**config.mk**
```make
export PLATFORM = sky130hd
export DESIGN_NAME = fault_trap_unit
export DESIGN_NICKNAME = d
export VERILOG_FILES = /design/src/rtl/fault_trap_unit.sv
export SDC_FILE = /design/constraint.sdc
export NUM_CORES = 1
export LEC_CHECK = 0
export CAP_MARGIN = 30
export CORE_ASPECT_RATIO = 0.9
export CORE_MARGIN = 3
export CORE_UTILIZATION = 58
export DETAILED_ROUTE_END_ITERATION = 12
export GPL_TIMING_DRIVEN = 0
export PLACE_DENSITY = 0.83
export SYNTH_ARGS = -nofsm -noshare
export SYNTH_HDL_FRONTEND = slang
export SYNTH_SLANG_ARGS = --single-unit
```
**constraint.sdc**
```tcl
create_clock -name clk -period 3.3 [get_ports clk]
set_input_delay 0.66 -clock clk [delete_from_list [all_inputs] [get_ports clk]]
set_output_delay 0.66 -clock clk [all_outputs]
set_load 0.05 [all_outputs]
```
**src/rtl/fault_trap_unit.sv**
```systemverilog
// Fault trap: records every CPU fault into a circular history, halts the CPU for a hold window, then parks or restarts it.
// Optional macro FAULT_TRACE_EN adds a cycle counter and per-fault simulation trace messages.
module fault_trap_unit #(
    parameter int unsigned DEPTH        = 4,
    parameter int unsigned CAUSE_W      = 4,
    parameter int unsigned CNT_W        = 8,
    parameter int unsigned HOLD_CYCLES  = 16,
    parameter int unsigned AUTO_RESTART = 0
) (
    input  logic                       clk,
    input  logic                       resetn,
    input  logic                       fault_valid,
    input  logic [31:0]                fault_pc,
    input  logic [CAUSE_W-1:0]         fault_cause,
    input  logic                       clear,
    input  logic [$clog2(DEPTH)-1:0]   rd_idx,
    output logic                       halt,
    output logic                       restart,
    output logic                       rd_valid,
    output logic [31:0]                rd_pc,
    output logic [CAUSE_W-1:0]         rd_cause,
    output logic [CNT_W-1:0]           fault_cnt,
    output logic                       overflow
);

    localparam int unsigned PTR_W = $clog2(DEPTH);
    localparam int unsigned TMR_W = (HOLD_CYCLES > 1) ? $clog2(HOLD_CYCLES) : 1;
    localparam logic [CNT_W-1:0] CNT_MAX = '1;

    typedef enum logic [1:0] {ST_RUN, ST_HOLD, ST_RESTART, ST_STOP} state_t;

    state_t             state, state_nxt;
    logic [TMR_W-1:0]   timer, timer_nxt;
    logic               halt_nxt, restart_nxt;

    logic [31:0]        pc_mem    [DEPTH];
    logic [CAUSE_W-1:0] cause_mem [DEPTH];
    logic [DEPTH-1:0]   valid_q;
    logic [PTR_W-1:0]   wr_ptr;
    logic [PTR_W-1:0]   rd_slot;
    logic               wr_en;

    assign wr_en   = fault_valid & ~clear;
    assign rd_slot = wr_ptr - PTR_W'(1) - rd_idx;

    // State register and hold timer
    always_ff @(posedge clk or negedge resetn) begin
        if (!resetn) begin
            state <= ST_RUN;
            timer <= '0;
        end else begin
            state <= state_nxt;
            timer <= timer_nxt;
        end
    end

    // Next-state logic; clear wins over everything
    always_comb begin
        state_nxt = state;
        timer_nxt = timer;
        if (clear) begin
            state_nxt = ST_RUN;
            timer_nxt = '0;
        end else begin
            case (state)
                ST_RUN: begin
                    if (fault_valid) begin
                        state_nxt = ST_HOLD;
                        timer_nxt = TMR_W'(HOLD_CYCLES - 1);
                    end
                end
                ST_HOLD: begin
                    if (timer == '0) begin
                        state_nxt = (AUTO_RESTART != 0) ? ST_RESTART : ST_STOP;
                    end else begin
                        timer_nxt = timer - TMR_W'(1);
                    end
                end
                ST_RESTART: state_nxt = ST_RUN;
                ST_STOP:    state_nxt = ST_STOP;
                default:    state_nxt = ST_RUN;
            endcase
        end
    end

    // Output decode from the next state, registered below
    always_comb begin
        halt_nxt    = (state_nxt != ST_RUN);
        restart_nxt = (state_nxt == ST_RESTART);
    end

    always_ff @(posedge clk or negedge resetn) begin
        if (!resetn) begin
            halt    <= 1'b0;
            restart <= 1'b0;
        end else begin
            halt    <= halt_nxt;
            restart <= restart_nxt;
        end
    end

    // History write side, counter and sticky overflow
    always_ff @(posedge clk or negedge resetn) begin
        if (!resetn) begin
            wr_ptr    <= '0;
            valid_q   <= '0;
            fault_cnt <= '0;
            overflow  <= 1'b0;
            for (int i = 0; i < int'(DEPTH); i++) begin
                pc_mem[i]    <= '0;
                cause_mem[i] <= '0;
            end
        end else if (clear) begin
            wr_ptr    <= '0;
            valid_q   <= '0;
            fault_cnt <= '0;
            overflow  <= 1'b0;
        end else if (wr_en) begin
            pc_mem[wr_ptr]    <= fault_pc;
            cause_mem[wr_ptr] <= fault_cause;
            valid_q[wr_ptr]   <= 1'b1;
            wr_ptr            <= wr_ptr + PTR_W'(1);
            if (fault_cnt != CNT_MAX) fault_cnt <= fault_cnt + CNT_W'(1);
            if (valid_q[wr_ptr]) overflow <= 1'b1;
        end
    end

    // Registered readout; sees pre-write contents on a same-cycle write
    always_ff @(posedge clk or negedge resetn) begin
        if (!resetn) begin
            rd_valid <= 1'b0;
            rd_pc    <= '0;
            rd_cause <= '0;
        end else begin
            rd_valid <= valid_q[rd_slot];
            rd_pc    <= pc_mem[rd_slot];
            rd_cause <= cause_mem[rd_slot];
        end
    end

`ifdef FAULT_TRACE_EN
    logic [31:0] cycle_cnt;

    always_ff @(posedge clk or negedge resetn) begin
        if (!resetn) cycle_cnt <= '0;
        else         cycle_cnt <= cycle_cnt + 32'd1;
    end

    always_ff @(posedge clk) begin
        if (resetn && wr_en) begin
            $display("fault cycle=%0d pc=0x%08h cause=%0d slot=%0d",
                     cycle_cnt, fault_pc, fault_cause, wr_ptr);
            if (valid_q[wr_ptr]) $display("fault history overflow");
        end
    end
`endif

endmodule

```
# Yosys cells after proc, flatten, opt, wreduce, memory -nomap -nowiden
# Index checks and enable logic that the tools add are counted.
# classes
add_sub_neg	5
reduce_logical	13
n_mux	36
n_eq_ne	7
bitwise_logic	5
n_lt_le_gt_ge	6
# ops
operator	n
128-bit bitwise mux	1
32-bit 2-to-1 mux	3
32-bit binary-select mux with 2-bit select	1
32-bit demux with 2-bit select	1
4-bit 2-to-1 mux	8
8-bit 2-to-1 mux	3
16-bit bitwise mux	1
2-bit 2-to-1 mux	5
8-bit by 1-bit adder with 8-bit output (second input constant)	1
4-bit binary-select mux with 2-bit select	1
4-bit demux with 2-bit select	1
8-bit inequality test (second input constant)	1
2-bit case mux with 4 select lines	1
4-bit case mux with 2 select lines	1
2-bit nonzero test	4
2-bit equality test (second input constant)	3
3-bit greater-or-equal comparator (second input constant)	2
2-bit by 3-bit < comparator with 1-bit output (second input constant)	2
1-bit 2-to-1 mux	6
3-bit inequality test (second input constant)	2
2-bit NOT with 3-bit output	2
2-bit AND reduction	3
1-bit binary-select mux with 2-bit select	2
4-bit zero test	1
15 further kinds	16
# word_totals
regBits	204
input_bits	42
output_inout_bits	48
elab_cells	91

# Longest topological paths before layout
# logic_depth
depth_word	7
ltp_mapped	6
ltp_nobuf	6

# Least setup slack after synthesis
# Ideal clock, no wire load.
# synth_path
path_type	input -> register
from	input port rd_idx[0]
to	register rd_cause[0]
setup_ns	0.140
path_slack_ns	1.030
n_path_buf	2
required_time_ns	3.160
path_stages	5
t_arrival_ns	2.130
path_cell_list	inv_1 > ha_1 > clkbuf_1 > buf_2 > mux4_1
# synth_between
elab_chain_cells	5
# synth_lines
element	line	text
start, declared	16	input logic [$clog2(DEPTH)-1:0] rd_idx,
2-bit subtractor	44	assign rd_slot = wr_ptr - PTR_W'(1) - rd_idx;
2-bit NOT with 3-bit output (implied by the code)	137	rd_cause <= cause_mem[rd_slot];
4-bit binary-select mux with 2-bit select	137	
4-bit 2-to-1 mux (implied by the code) (2 in a row)	137	
end signal, assigned	137	
end, declared	21	output logic [CAUSE_W-1:0] rd_cause,
# No other way between the ends. The select of a mux whose other input is x is not followed.
# A chain may end at the register's enable or synchronous reset.

# Final worst setup path
# layout_path
from	input port rd_idx[0]
to	register rd_pc[23]
# layout_between
elab_chain_cells	5
# layout_lines
element	line	text
2-bit subtractor	44	
2-bit NOT with 3-bit output (implied by the code)	136	rd_pc <= pc_mem[rd_slot];
32-bit binary-select mux with 2-bit select	136	
32-bit 2-to-1 mux (implied by the code) (2 in a row)	136	
end signal, assigned	136	
end, declared	20	output logic [31:0] rd_pc,
# No other way between the ends. The select of a mux whose other input is x is not followed.

==> metrics.yaml <==
status: "complete, no violations"
drv_cap: 0
synth_top_family_by_area: "multiplexers"
placed_cells: 785
grt_remaining_overflow: 0
tns_ps: 0
cp_num_buf_inv: 4
hold_viol_final: 0
num_rows: 41
muxShareOfSynthArea_pct: 31.2
cts_resized: 0
synth_edf_count: 0
first_pass_iters: 4
hold_class: "in2async"
critPathKind: "in2reg"
cts_inserted_buffers: 21
cts_sinks: 204
vias_per_cell: 5.68
r2r_setup_slack_ps: 820
final_common_cell: "dfrtp_1"
synth-adder-area-share_pct: 1.04
antenna_cells: 0
fmax_mhz: 374
worstSetupStartpointType: "input pin"
dp_hpwl_mm: 10.1
htreeDepth: 1
nets: 664
post-cts-setup-buffer-count: 0
synth_compound_area_share_pct: 1.78
syn-num-nets: 551
ys_ff_latch: 204
crit_slowest_cell: "mux4_1"
die_h_um: 121
cts_hold_buffers: 0
min_period_over_period_pct: 81.0
io_pins: 90
final_cells: 821
post_dp_cell_area_um2: 9610
setup_viol: 0
critPathArrivalTime_ps: 3010
skew_ps: 20.4
syn_area_um2: 8450
cp_top_family: "buffers and inverters"
crit_chain: "clkdlybuf4s50_1, inv_1, ha_1, clkbuf_1, buf_2, mux4_1"
cp.required_ps: 3640
pre_cts_slack_ps: 113
root_buffer: "clkbuf_16"
yosysWarnings: 0
synthSimpleGateAreaFrac_pct: 2.59
wirelength_mm: 15.8
cpPeakStageDelay_ps: 650
fin_hold_ws_ps: 189
design_area_um2: 10200
seq_area_frac_synth_pct: 60.4
routedWlPerCell_um: 19.3
io_buffers: 89
initial_core_util_pct: 59.7
total_power_mw: 7.95
drt_first_iter_violations: 271
insertion_delay_ps: 490
globalplace.congestion: 0.761
yosys.area_share.xor_xnor_pct: 0.814
cts_buffer_depth: 3
antenna_found_initial: 0
grt_max_degree: 109
grt_pass1_wl_mm: 26.4
relSlewSlack_pct: 51.7
core_area_um2: 14200
synth_cell_types: 36
min_period_ps: 2670
clkTransAtPathRegs_ps: 60
area_growth_pct: 21.2
crit_path_end_kind: "register"
synthFlopType: "dfrtp_1"
vias: 4667
cts_tree: "built"
p_leak_nw: 4.72
track_usage_pct: 20.5
final-max-slew-violation-count: 0
irDropWorstVdd_uv: 689
syn_avg_cell_area_um2: 16.8
layout-drive-gt1-share_pct: 30.4
final_util_pct: 72.3
setup_ws_ps: 628
powerDensity_nw_per_um2: 776
tightest_slew_ps: 721
grt_pass1_vias: 5145
syn_inst: 502
ys_async_sr_fraction_pct: 100
die_area_um2: 16100
final_cell_mix: "dfrtp_1, mux2_2, clkdlybuf4s50_1, mux4_1, clkbuf_16"
rsz0062_at_grt: "no"
die_w_um: 133
cp_max_fo: 10
drc: 0
antenna_left: 0
[synthesized netlist by cell type, types with 2 or more instances]
master,count,area share (%)
dfrtp_1,204,60
mux2_2,136,18
mux4_1,38,12
nor2_1,18,0.80
buf_2,17,1.0
inv_1,12,0.53
mux2_1,8,1.1
o21ai_0,8,0.47
ha_1,7,1.0
a21oi_1,5,0.30
nand2_4,4,0.53
nor3_1,4,0.24
xnor2_1,4,0.41
a211oi_1,3,0.27
buf_6,3,0.40
clkbuf_1,3,0.13
nor2b_1,3,0.22
a311oi_1,2,0.21
a31oi_1,2,0.15
and3_1,2,0.15
mux2i_1,2,0.24
nand3_1,2,0.12
xor2_1,2,0.21
[registers in the layout (all words and copies together), names as in the netlist, 2 cells and up]
| name | cells |
|---|---|
| cause_mem | 16 |
| fault_cnt | 8 |
| timer | 4 |
| wr_ptr | 2 |
| rd_cause | 4 |
| pc_mem | 128 |
| valid_q | 4 |
| rd_pc | 32 |
| state | 2 |
[cells by family (layout without fill, tap and decap cells)]
family / after synthesis / after routing
other: 1 / 1
adder cells (fa/ha/maj): 7 / 7
AND/OR/NAND/NOR: 40 / 40
flip-flops: 204 / 204
multiplexers: 184 / 184
buffers and inverters: 35 / 161
XOR/XNOR: 7 / 7
AO/OA/AOI/OAI: 24 / 24
[per-layer routing]
layer / up-vias / global-route usage [%] / share of wire [%]
met3: 14 / 4.24 / 4.7
met4: 0 / 3.86 / 1.0
li1: 2099 / - / -
met2: 96 / 35.0 / 50
met1: 2458 / 28.1 / 44
met5: - / 0 / 0
[layout make-up]
type                    instances  area, um^2
flip-flops and latches        204        5100
inverters                      12        45.0
clock buffers                  33         611
multi-input cells             263        3170
plain buffers                  23         130
clock inverters                 3        18.8
well taps                     193         241
repair buffers                 90         923
fillers                       918        3920
[worst register-to-register path, stage by stage, from the launching register on]
cell and delay [ps]:
dfrtp_1 460, ha_1 310, clkbuf_1 500, buf_2 420, mux4_1 650
[final timing paths]
check                                 from           end  cells past startpoint
max in group asynchronous           resetn  cause_mem[6]                      2
worst min-delay path                resetn    valid_q[2]                      1
worst min register to register  pc_mem[67]    pc_mem[67]                      1
worst max register to register   wr_ptr[0]     rd_pc[23]                      4
min in group clk                pc_mem[67]    pc_mem[67]                      1
worst max-delay path             rd_idx[0]     rd_pc[23]                      6
[where the power goes]
| group | leakage [nW] | switching [mW] | internal, mW |
|---|---|---|---|
| sequential | 2.57 | 0.322 | 3.22 |
| clock | 0.309 | 0.898 | 1.27 |
| combinational | 1.84 | 1.17 | 1.07 |
| total | 4.72 | 2.39 | 5.56 |
(Power assumes the default switching activity.)
